===== src/rtl/adder_arbiter_if.sv =====
// rtl/adder_arbiter_if.sv - request/response bundle between the requesters and the shared-adder arbiter
interface adder_arbiter_if #(
  parameter int NUM_REQ = 2,
  parameter int WIDTH   = 32,
  parameter int IDW     = 1
);
  logic [NUM_REQ-1:0]       req_valid;
  logic [NUM_REQ*WIDTH-1:0] req_a;
  logic [NUM_REQ*WIDTH-1:0] req_b;
  logic [NUM_REQ-1:0]       req_ready;
  logic [NUM_REQ-1:0]       resp_valid;
  logic [WIDTH-1:0]         resp_data;
  logic                     resp_ready;
  logic [IDW-1:0]           grant_id;
  logic                     busy;

  // requester/consumer side
  modport master (
    output req_valid, req_a, req_b, resp_ready,
    input  req_ready, resp_valid, resp_data, grant_id, busy
  );

  // arbiter side
  modport slave (
    input  req_valid, req_a, req_b, resp_ready,
    output req_ready, resp_valid, resp_data, grant_id, busy
  );
endinterface


===== src/rtl/adder_arbiter.sv =====
// rtl/adder_arbiter.sv - round-robin arbiter sharing one combinational adder between requesters
module adder #(
  parameter int WIDTH = 32
) (
  input  logic [WIDTH-1:0] data1,
  input  logic [WIDTH-1:0] data2,
  output logic [WIDTH-1:0] result
);
  // carry-out is intentionally discarded: arithmetic is modulo 2^WIDTH
  assign result = data1 + data2;
endmodule

module adder_arbiter #(
  parameter int NUM_REQ = 2,
  parameter int WIDTH   = 32,
  parameter int IDW     = 1
) (
  input  logic            clk,
  input  logic            rst,
  adder_arbiter_if.slave  bus
);
  typedef enum logic [1:0] {IDLE, CALC, RESP} state_t;

  localparam logic [IDW:0] NUM_REQ_W = (IDW+1)'(NUM_REQ);

  state_t             state, next_state;
  logic [IDW-1:0]     rr_ptr, rr_next;
  logic [IDW-1:0]     grant_id;
  logic [IDW-1:0]     sel_idx;
  logic               sel_found;
  logic [IDW:0]       cand;
  logic [IDW:0]       ptr_inc;
  logic               accept;
  logic [NUM_REQ-1:0] req_ready;
  logic [WIDTH-1:0]   op_a, op_b;
  logic [WIDTH-1:0]   sum;
  logic [WIDTH-1:0]   resp_data;

  // the single shared adder only ever sees the latched operands
  adder #(.WIDTH(WIDTH)) u_adder (
    .data1  (op_a),
    .data2  (op_b),
    .result (sum)
  );

  // round-robin pick: first currently-valid index at or after rr_ptr, wrapping
  always_comb begin
    sel_found = 1'b0;
    sel_idx   = '0;
    cand      = '0;
    for (int k = 0; k < NUM_REQ; k++) begin
      cand = (IDW+1)'(rr_ptr) + (IDW+1)'(k);
      if (cand >= NUM_REQ_W) cand = cand - NUM_REQ_W;
      if (!sel_found && bus.req_valid[cand[IDW-1:0]]) begin
        sel_found = 1'b1;
        sel_idx   = cand[IDW-1:0];
      end
    end
    ptr_inc = (IDW+1)'(sel_idx) + (IDW+1)'(1);
    if (ptr_inc >= NUM_REQ_W) ptr_inc = '0;
    rr_next = ptr_inc[IDW-1:0];
  end

  // state register; reset drops any in-flight result at once
  always_ff @(posedge clk or posedge rst) begin
    if (rst) state <= IDLE;
    else     state <= next_state;
  end

  // next-state and grant; req_ready is held low while reset is asserted
  always_comb begin
    next_state = state;
    req_ready  = '0;
    accept     = 1'b0;
    case (state)
      IDLE: begin
        if (sel_found && !rst) begin
          req_ready  = NUM_REQ'(1) << sel_idx;
          accept     = 1'b1;
          next_state = CALC;
        end
      end
      CALC: next_state = RESP;
      RESP: if (bus.resp_ready) next_state = IDLE;
      default: next_state = IDLE;
    endcase
  end

  // operand capture at grant, sum registered in the single CALC cycle
  always_ff @(posedge clk or posedge rst) begin
    if (rst) begin
      rr_ptr    <= '0;
      grant_id  <= '0;
      op_a      <= '0;
      op_b      <= '0;
      resp_data <= '0;
    end else begin
      if (accept) begin
        op_a     <= bus.req_a[int'(sel_idx)*WIDTH +: WIDTH];
        op_b     <= bus.req_b[int'(sel_idx)*WIDTH +: WIDTH];
        grant_id <= sel_idx;
        rr_ptr   <= rr_next;
      end
      if (state == CALC) resp_data <= sum;
    end
  end

  assign bus.req_ready  = req_ready;
  assign bus.resp_valid = (state == RESP) ? (NUM_REQ'(1) << grant_id) : '0;
  assign bus.resp_data  = resp_data;
  assign bus.grant_id   = grant_id;
  assign bus.busy       = (state != IDLE);
endmodule


===== src/flat_wrapper.sv =====
// flat-port wrapper written by rule: the top's interface ports become plain ports
module adder_arbiter_flat 
#(
  parameter int NUM_REQ = 2,
  parameter int WIDTH   = 32,
  parameter int IDW     = 1
)
  (clk, rst, bus_req_valid, bus_req_a, bus_req_b, bus_resp_ready, bus_req_ready, bus_resp_valid, bus_resp_data, bus_grant_id, bus_busy);
  adder_arbiter_if #(.NUM_REQ(NUM_REQ), .WIDTH(WIDTH), .IDW(IDW)) bus_i ();
  input  logic clk;
  input  logic rst;
  input wire logic [$bits(bus_i.req_valid)-1:0] bus_req_valid;
  input wire logic [$bits(bus_i.req_a)-1:0] bus_req_a;
  input wire logic [$bits(bus_i.req_b)-1:0] bus_req_b;
  input wire logic [$bits(bus_i.resp_ready)-1:0] bus_resp_ready;
  output wire logic [$bits(bus_i.req_ready)-1:0] bus_req_ready;
  output wire logic [$bits(bus_i.resp_valid)-1:0] bus_resp_valid;
  output wire logic [$bits(bus_i.resp_data)-1:0] bus_resp_data;
  output wire logic [$bits(bus_i.grant_id)-1:0] bus_grant_id;
  output wire logic [$bits(bus_i.busy)-1:0] bus_busy;
  assign bus_i.req_valid = bus_req_valid;
  assign bus_i.req_a = bus_req_a;
  assign bus_i.req_b = bus_req_b;
  assign bus_i.resp_ready = bus_resp_ready;
  assign bus_req_ready = bus_i.req_ready;
  assign bus_resp_valid = bus_i.resp_valid;
  assign bus_resp_data = bus_i.resp_data;
  assign bus_grant_id = bus_i.grant_id;
  assign bus_busy = bus_i.busy;
  adder_arbiter #(.NUM_REQ(NUM_REQ), .WIDTH(WIDTH), .IDW(IDW)) u_core (.clk(clk), .rst(rst), .bus(bus_i));
endmodule

===== config.mk =====
export PLATFORM = sky130hd
export DESIGN_NAME = adder_arbiter_flat
export DESIGN_NICKNAME = d
export VERILOG_FILES = /design/src/rtl/adder_arbiter_if.sv /design/src/rtl/adder_arbiter.sv /design/src/flat_wrapper.sv
export SDC_FILE = /design/constraint.sdc
export NUM_CORES = 1
export LEC_CHECK = 0
export CAP_MARGIN = 20
export CORE_MARGIN = 5
export CORE_UTILIZATION = 45
export CTS_BUF_LIST = sky130_fd_sc_hd__clkbuf_8
export DETAILED_ROUTE_END_ITERATION = 12
export MAX_ROUTING_LAYER = met4
export PLACE_DENSITY = 0.76
export SYNTH_ARGS = -nofsm -noshare
export SYNTH_HDL_FRONTEND = slang
export SYNTH_HIERARCHICAL = 1
export SYNTH_SLANG_ARGS = --single-unit

===== constraint.sdc =====
create_clock -name clk -period 3.95 [get_ports clk]
set_input_delay 0.79 -clock clk [delete_from_list [all_inputs] [get_ports clk]]
set_output_delay 0.79 -clock clk [all_outputs]
set_load 0.02 [all_outputs]

==> flow_metrics.py <==
metrics = {
    "setup_path": {
        "crit_path_max_fanout": 3,
        "path_class": "input port to output pin",
        "critical_path.startpoint_type": "input port",
        "cp_data_arrival_time_ns": 2.50,
        "end_kind": "output pin",
        "critPathRequiredTime_ns": 3.16,
    },
    "yosys": {
        "synth_most_common_cell": "dfrtp_1",
        "yosysTopAreaCellShare_pct": 40.60,
        "ys_ff_latch": 100,
        "synth_fp_nets": 787,
        "synth_area_sq_mm": 0.006163,
        "synthFlopType": "dfrtp_1",
        "async_flop_share_pct": 100.0,
        "ys_types": 58,
        "avgSynthCellArea_sq_um": 9.909,
        "ys_warn_count": 6,
        "synthTopCellsByArea": "dfrtp_1 41%, a221o_1 10%, ha_1 6.3%",
        "synth.yosys.seq_area_share_pct": 40.60,
        "yosysTopAreaCell": "dfrtp_1",
        "synth_cells": 622,
        "synth_common_cells": "100 x dfrtp_1, 83 x nand2_1, 68 x nor3_1, 64 x a221o_1, 32 x mux2_2",
        "synth-edff-count": 0,
    },
    "pwr": {
        "finalPower_mw": 6.623,
        "ir_drop_v": 0.0004662,
        "clkPwrFrac_pct": 11.5,
        "p_comb_share_pct": 60.4,
        "power_frac_seq_pct": 28.1,
        "switching_share_pct": 42.63,
        "internal_power_mw": 3.800,
        "powerDensity_mw_per_mm2": 814.7,
        "switching_power_mw": 2.824,
        "power.leakage_nw": 3.527,
    },
    "routing": {
        "avgViaCountPerCell": 5.860,
        "via_count": 5520,
        "m1WireLength_um": 7889,
        "met3_length_um": 830,
        "drtPass1Iterations": 5,
        "drc": 0,
        "wl_um": 17580,
        "routed.top_layer": "met4",
        "detail_route.wl_per_cell_um": 18.66,
        "ant_nets": 0,
        "first_iter_violations": 399,
        "wl_met2_um": 8408,
    },
    "timing": {
        "period_minus_slack_ns": 3.290,
        "rsz0062_at_grt": "false",
        "slew_viol_final": 0,
        "setup_viol_count_final": 0,
        "layout_setup_ws_ns": 0.6599,
        "finalHoldViolCount": 0,
        "finalClockSkew_ns": 0.01408,
        "worst_pin_slew_ns": 0.7187,
        "timing.slew.headroom_pct": 52.09,
        "period_share_pct": 83.29,
        "final.setup.tns_ns": 0,
        "clock.fmax_mhz": 303.9,
    },
    "grt": {
        "grt_overflow": 0,
        "grtUsageTotal_pct": 22.42,
        "antenna_found_initial": 0,
        "grt_pass1_wl_um": 28520,
        "grt_max_degree": 99,
        "grt_pass1_vias": 5633,
    },
    "placed_design": {
        "gp_congestion": 0.8993,
        "dp_cells": 926,
        "dpl.hpwl_um": 12910,
        "dpl_worst_slack_ns": 0.6623,
        "dpl-instance-area_sq_mm": 0.007895,
        "portBuffers": 170,
    },
    "die": {
        "core_sq_mm": 0.01335,
        "dieWidth_um": 127.0,
        "start_util_pct": 46.18,
        "rows": 42,
        "num_io_pins": 171,
        "dieArea_sq_mm": 0.01614,
        "die_height_um": 127.0,
    },
    "cells_and_area": {
        "nets": 926,
        "multi_input_area_sq_mm": 0.003367,
        "syn_to_final_growth_pct": 31.89,
        "antenna_cells": 0,
        "regArea_sq_mm": 0.002502,
        "fin_area_sq_mm": 0.008129,
        "fin_cells": 942,
        "nFillCells": 1171,
        "drive_above_1_share_pct": 9.791,
    },
    "status": {
        "status": "complete, no violations",
    },
    "cts": {
        "ctsHoldBuffers": 0,
        "cts.sinks": 100,
        "cts_root_buf": "clkbuf_8",
        "cts_tree": "built",
        "cts_buffer_depth": 2,
        "cts_setup_buffers": 0,
        "h-tree-depth": 3,
        "clk_pin_slew_ns": 0.08,
        "clk_latency_ns": 0.38,
        "cts_resized": 0,
        "cts_buffers": 9,
    },
    "job": {
        "drv_cap": 0,
    },
    "hold_path": {
        "hold_class": "flip-flop to flip-flop",
    },
}
worst max-delay path: stages:
cell	delay, ns
clkdlybuf4s50_1	0.50
or3_4	0.38
nor3b_4	0.19
clkdlybuf4s50_1	0.64
cells in the final DEF, fill, tap and decap left out, types with 2 or more instances in the layout:
master | synthesis | layout
o221ai_1 | 2 | 2
o21a_1 | 2 | 2
nand4_1 | 8 | 8
nor2_1 | 14 | 14
buf_4 | 2 | 7
a311oi_1 | 2 | 2
ha_1 | 31 | 31
clkbuf_8 | 0 | 11
clkdlybuf4s50_1 | 0 | 169
a21o_1 | 21 | 21
inv_1 | 9 | 8
mux2i_1 | 2 | 2
xnor2_1 | 13 | 13
or2_2 | 4 | 4
xor2_1 | 15 | 15
o311ai_1 | 2 | 2
a221o_1 | 64 | 64
mux2_2 | 32 | 32
nand2_1 | 83 | 83
a21oi_1 | 29 | 29
nand3_1 | 10 | 10
o21ai_0 | 14 | 14
bufinv_16 | 0 | 2
a211oi_1 | 3 | 3
a31oi_1 | 3 | 3
nand2b_1 | 4 | 4
dfrtp_1 | 100 | 100
nor3_1 | 68 | 68
o211ai_1 | 3 | 3
o21bai_1 | 4 | 4
power groups by stage:
stage	Clock, mW	Sequential, mW	Combinational [mW]
3_5_place_dp	0	1.88	3.98
5_1_grt	0.819	1.92	4.37
3_3_place_gp	0	1.88	3.90
6_report	0.764	1.86	4.00
2_1_floorplan	0	1.97	2.69
4_1_cts	0.784	1.87	4.00
logic make-up after synthesis:
logic type	synth area share (%)
AO/OA/AOI/OAI	21.92
XOR/XNOR	3.979
adder cells (fa/ha/maj)	6.618
buffers and inverters	5.095
flip-flops	40.60
multiplexers	6.171
AND/OR/NAND/NOR	15.61
stage by stage:
step | hold WS, ns | utilization (%)
2_1_floorplan | 0.4725 | -
3_3_place_gp | 0.4888 | 59.15
3_5_place_dp | 0.4925 | 59.15
4_1_cts | 0.5133 | 60.90
5_1_grt | 0.5198 | 60.90
6_report | 0.5109 | 60.90
worst paths after layout:
path / from / end / slack [ns] / depth (start not counted)
setup / recovery: rst / bus_req_ready[1] / 0.66 / 4
hold / removal: u_core/bus.resp_data[19] / u_core/bus.resp_data[19] / 0.51 / 1
max in group asynchronous: rst / u_core/op_b[8] / 2.55 / 3
hold reg to reg: u_core/bus.resp_data[19] / u_core/bus.resp_data[19] / 0.51 / 1
min in group asynchronous: rst / u_core/state[1] / 0.69 / 2
setup reg to reg: u_core/op_a[0] / u_core/bus.resp_data[26] / 0.95 / 10
registers in the layout (all words and copies together) (netlist names):
signal	count
u_core/bus.resp_data	32
u_core/op_a	32
u_core/op_b	32
u_core/state	2
u_core/bus.grant_id	1
u_core/rr_ptr	1
metal layers:
metal  global-route usage (%)  up-vias
met5                        -        -
met4                    8.707        0
met3                    3.172       26
met2                    34.65      177
met1                    30.09     2694
li1                         -     2623
layout make-up:
type	instances	share of cell area [%]
Sequential cell	100	30.78
Tap cell	176	2.709
Clock inverter	5	1.016
Inverter	9	0.4464
Timing Repair Buffer	178	21.76
Multi-Input combinational cell	463	41.42
Clock buffer	11	1.862
Note: power is estimated with default switching activity, not from simulation.
